## config.mk

```make
export PLATFORM = sky130hd
export DESIGN_NAME = dmem_arbiter
export DESIGN_NICKNAME = d
export VERILOG_FILES = /design/src/rtl/dmem_arbiter.sv
export SDC_FILE = /design/constraint.sdc
export NUM_CORES = 1
export LEC_CHECK = 0
export CAP_MARGIN = 0
export CORE_MARGIN = 4
export CORE_UTILIZATION = 41
export DETAILED_ROUTE_END_ITERATION = 10
export PLACE_DENSITY_LB_ADDON = 0.1
export SETUP_SLACK_MARGIN = 0.05
export SLEW_MARGIN = 30
export SYNTH_ARGS = -nofsm -noshare
export SYNTH_HDL_FRONTEND = slang
export SYNTH_SLANG_ARGS = --single-unit
```

## constraint.sdc

```tcl
create_clock -name clk -period 25.4 [get_ports clk]
set_input_delay 7.62 -clock clk [delete_from_list [all_inputs] [get_ports clk]]
set_output_delay 7.62 -clock clk [all_outputs]
set_load 0.02 [all_outputs]
```

## src/rtl/dmem_arbiter.sv

```systemverilog
// Round-robin arbiter and 3-state access sequencer sharing one single-port data memory
// between the core load/store port (C) and the DMA/loader port (D).
module dmem_arbiter #(
    parameter int DATA_WIDTH = 32,
    parameter int ADDR_WIDTH = 32,
    parameter int MEM_BYTES  = 256
) (
    input  logic                  clk,
    input  logic                  reset,
    input  logic                  c_req,
    input  logic                  c_we,
    input  logic [2:0]            c_funct3,
    input  logic [ADDR_WIDTH-1:0] c_addr,
    input  logic [DATA_WIDTH-1:0] c_wdata,
    output logic                  c_gnt,
    output logic                  c_rvalid,
    output logic [DATA_WIDTH-1:0] c_rdata,
    output logic                  c_err,
    input  logic                  d_req,
    input  logic                  d_we,
    input  logic [2:0]            d_funct3,
    input  logic [ADDR_WIDTH-1:0] d_addr,
    input  logic [DATA_WIDTH-1:0] d_wdata,
    output logic                  d_gnt,
    output logic                  d_rvalid,
    output logic [DATA_WIDTH-1:0] d_rdata,
    output logic                  d_err,
    output logic                  mem_wr_en,
    output logic [2:0]            mem_funct3,
    output logic [ADDR_WIDTH-1:0] mem_addr,
    output logic [DATA_WIDTH-1:0] mem_wr_data,
    input  logic [DATA_WIDTH-1:0] mem_rd_data
);

    typedef enum logic [1:0] {
        ST_IDLE   = 2'd0,
        ST_ACCESS = 2'd1,
        ST_RESP   = 2'd2
    } state_t;

    localparam logic PORT_C = 1'b0;
    localparam logic PORT_D = 1'b1;

    state_t                r_state;
    logic                  r_last;
    logic                  r_port;
    logic                  r_we;
    logic [2:0]            r_funct3;
    logic [ADDR_WIDTH-1:0] r_addr;
    logic [DATA_WIDTH-1:0] r_wdata;
    logic [DATA_WIDTH-1:0] r_rdata;
    logic                  r_err;

    logic w_pick_c;
    logic w_pick_d;
    logic w_idle;
    logic w_access;
    logic w_resp;
    logic w_misalign;
    logic w_bad_f3;
    logic w_bad_store;
    logic w_out_of_range;
    logic w_err;

    // On a tie the port that was not served last wins; the two picks are mutually exclusive.
    assign w_pick_c = c_req & (~d_req | (r_last == PORT_D));
    assign w_pick_d = d_req & (~c_req | (r_last == PORT_C));

    assign w_idle   = (r_state == ST_IDLE)   & ~reset;
    assign w_access = (r_state == ST_ACCESS) & ~reset;
    assign w_resp   = (r_state == ST_RESP)   & ~reset;

    assign c_gnt = w_idle & w_pick_c;
    assign d_gnt = w_idle & w_pick_d;

    assign w_misalign     = ((r_funct3[1:0] == 2'b01) & r_addr[0])
                          | ((r_funct3[1:0] == 2'b10) & (r_addr[1:0] != 2'b00));
    assign w_bad_f3       = (r_funct3 == 3'b011) | (r_funct3 == 3'b110) | (r_funct3 == 3'b111);
    assign w_bad_store    = r_we & r_funct3[2];
    assign w_out_of_range = (r_addr >= ADDR_WIDTH'(MEM_BYTES));
    assign w_err          = w_misalign | w_bad_f3 | w_bad_store | w_out_of_range;

    // Memory sees nothing outside ACCESS, so a reset mid-access kills the write at once.
    assign mem_wr_en   = w_access & r_we & ~w_err;
    assign mem_funct3  = w_access ? r_funct3 : 3'b000;
    assign mem_addr    = w_access ? r_addr   : '0;
    assign mem_wr_data = w_access ? r_wdata  : '0;

    assign c_rvalid = w_resp & (r_port == PORT_C);
    assign d_rvalid = w_resp & (r_port == PORT_D);
    assign c_rdata  = c_rvalid ? r_rdata : '0;
    assign d_rdata  = d_rvalid ? r_rdata : '0;
    assign c_err    = c_rvalid & r_err;
    assign d_err    = d_rvalid & r_err;

    always_ff @(posedge clk or posedge reset) begin
        if (reset) begin
            r_state  <= ST_IDLE;
            r_last   <= PORT_D;
            r_port   <= PORT_C;
            r_we     <= 1'b0;
            r_funct3 <= 3'b000;
            r_addr   <= '0;
            r_wdata  <= '0;
            r_rdata  <= '0;
            r_err    <= 1'b0;
        end else begin
            case (r_state)
                ST_IDLE: begin
                    if (w_pick_c | w_pick_d) begin
                        r_port   <= w_pick_d ? PORT_D : PORT_C;
                        r_last   <= w_pick_d ? PORT_D : PORT_C;
                        r_we     <= w_pick_d ? d_we     : c_we;
                        r_funct3 <= w_pick_d ? d_funct3 : c_funct3;
                        r_addr   <= w_pick_d ? d_addr   : c_addr;
                        r_wdata  <= w_pick_d ? d_wdata  : c_wdata;
                        r_state  <= ST_ACCESS;
                    end
                end
                ST_ACCESS: begin
                    r_rdata <= (~r_we & ~w_err) ? mem_rd_data : '0;
                    r_err   <= w_err;
                    r_state <= ST_RESP;
                end
                ST_RESP: begin
                    r_state <= ST_IDLE;
                end
                default: begin
                    r_state <= ST_IDLE;
                end
            endcase
        end
    end

endmodule

```

==> metrics <==
outcome complete, no violations; most used flip-flop cell after synthesis dfrtp_1; vias in the first global route 5466; vias 5478; ratio of final minimum period to clock period 71.32%; M3 GR Usage 5.292%; hold crit path type reg -> reg; RePlAce Congestion between 0.8 and 0.9; gr ovfl total 0; top-area cell type share of the netlist area roughly 44%; Area growth, synth to finish 58.49%; fin area 0.009330 mm2; M1 GR Usage 25.55%; Crit path arrival time roughly 11 ns; Syn. warnings 0; post-synthesis sequential area ratio 44.65%; Clk Latency, worst-skew pair between 0.3 and 0.4 ns; Top Ports 310; clk_skew 0.009789 ns; DP Worst Slack 7.207 ns; H-tree depth 3; Final min period 18.12 ns; leakage 4.088 nW; Syn Nets between 700 and 800; Synth async-reset ratio 100.0%; placed insts 1067; final wirelength 18310 um; Worst Path Required around 18 ns; DP Area 0.009049 mm2; Tightest Pin Transition slightly below 0.9 ns; combined global-route utilization of all metal layers 21.57%; # nets final roughly 1100; Rel. slew slack 42.04%; Final Max Tran Viols 0; total chip power 0.7257 mW; Final HPWL DP 13990 um; die height 127.8 um; Finished Layout Cells roughly 1100; Clock Sink Count around 110; synthesized flop and latch total 105; setup_tns 0 ns; Clk pin slew, worst setup/hold paths 0.07 ns; TritonCTS clock tree yes; largest net degree at the start of global routing between 100 and 150; MaxCap Viol Count 0; Max clock buf depth 2; Worst Setup Start Kind primary input; drt drc 0; number of DRC markers in iteration 0 between 200 and 300; per-cell routed wire length 16.90 um; cell taking the most area after synthesis dfrtp_1; DIE AREA 0.01634 mm2; Final Setup Violations 0; Crit. End Element output pin; final core occ 66.70%; Peak VDD IR 46.23 uV; Distinct cells, synth 30; # port buffers 309; worst hold slack between 0.4 and 0.5 ns; Post-DRT Antenna Nets 0; Post-CTS Hold Buffers 0; Layout fillers 1138; Post-synth EDFFs 0; top cells by count, synth 104 x dfrtp_1, 71 x nor2_1, 70 x a21oi_1; DR vias/cell 5.058; row count 43; Initial DRT Pass Iterations 4; top cells by area, synth dfrtp_1 44%, mux2i_1 12%, and3_1 7.1%, and2_1 7.0%, o31ai_2 6.6%; layout cell share with drive strength beyond 1 7.752%; global-route wire length before repair 28030 um; f_max 55.20 MHz; Crit Path Max Fanout 102; initial antenna violation count 0; Final Hold Viols 0; routing usage on met2 approximately 38%; most used routing layer met2; PostCTS Resize Cnt 0; PD cells 77.78 mW/mm2; CTS Buf Count 9; core footprint approximately 0.014 mm2; Post-CTS Setup Bufs 0; most instantiated library cell after synthesis dfrtp_1; Avg Inst Size Synth ~9.4 um2; RSZ-0062 raised after global routing false; clk root buf clkbuf_16; post-route setup slack 7.284 ns; Starting Density a little over two fifths; Mapped Cells 624; Die Wd roughly 130 um; # diodes 0; mapped cell area between 0.005 and 0.006 mm2; worst setup path class in -> out
critical path: stages:
cell             delay, ns
clkdlybuf4s50_1       0.57
inv_6                 0.60
buf_4                 0.74
nand4_1               0.18
nor2_1                0.14
clkdlybuf4s50_1       0.61
sequential cells by signal (all words and copies together), names as in the netlist, 2 cells and up:
signal,count
r_state,2
r_addr,32
r_rdata,32
r_wdata,32
r_funct3,3
path summary, 6_finish.rpt:
check                      depth (start not counted)   startpoint  slack, ns          end
setup / recovery                                   6        reset       7.28    mem_wr_en
hold / removal                                     2  r_rdata[30]       0.49  r_rdata[30]
setup reg to reg                                   4       r_last      22.89         r_we
hold reg to reg                                    2  r_rdata[30]       0.49  r_rdata[30]
max in group asynchronous                          3        reset      16.22    r_addr[4]
min in group asynchronous                          2        reset       7.95  r_rdata[27]
metal layers:
metal	up-vias	routed length, um
li1	2674	-
met1	2544	7107
met2	229	9439
met3	31	1280
met4	0	478
met5	-	0
power by group:
part	leakage [nW]	internal, mW	switching, mW
clock network	0.136	0.0674	0.0639
registers	1.25	0.225	0.0472
logic	2.70	0.137	0.185
total	4.09	0.430	0.296
cell type report:
type                            instances  area [um2]  area share (%)
Inverter                               36       140.1           1.502
Tap cell                              180       225.2           2.414
Multi-Input combinational cell        430        2909           31.18
Sequential cell                       105        2629           28.17
Clock inverter                          7       56.30          0.6035
Clock buffer                            9       225.2           2.414
Timing Repair Buffer                  316        3146           33.71
cells by family (layout without fill, tap and decap cells):
family | after synthesis | after routing | share of synthesized area, %
simple gates | 252 | 252 | 23.53
compound gates | 110 | 110 | 13.67
flops | 105 | 105 | 44.65
buf+inv | 89 | 368 | 6.589
mux | 68 | 68 | 11.56
cell usage in the layout, fill, tap and decap left out, drive strengths merged, types with 5 or more instances in the layout:
cell,count
clkdlybuf4s50,309
dfrtp,104
nor2,72
a21oi,70
mux2i,68
and3,68
and2,66
inv,36
nand2,34
o31ai,33
clkbuf,9
buf,7
clkinv,6
nor4,5
Power figures use the tool's default switching activity.
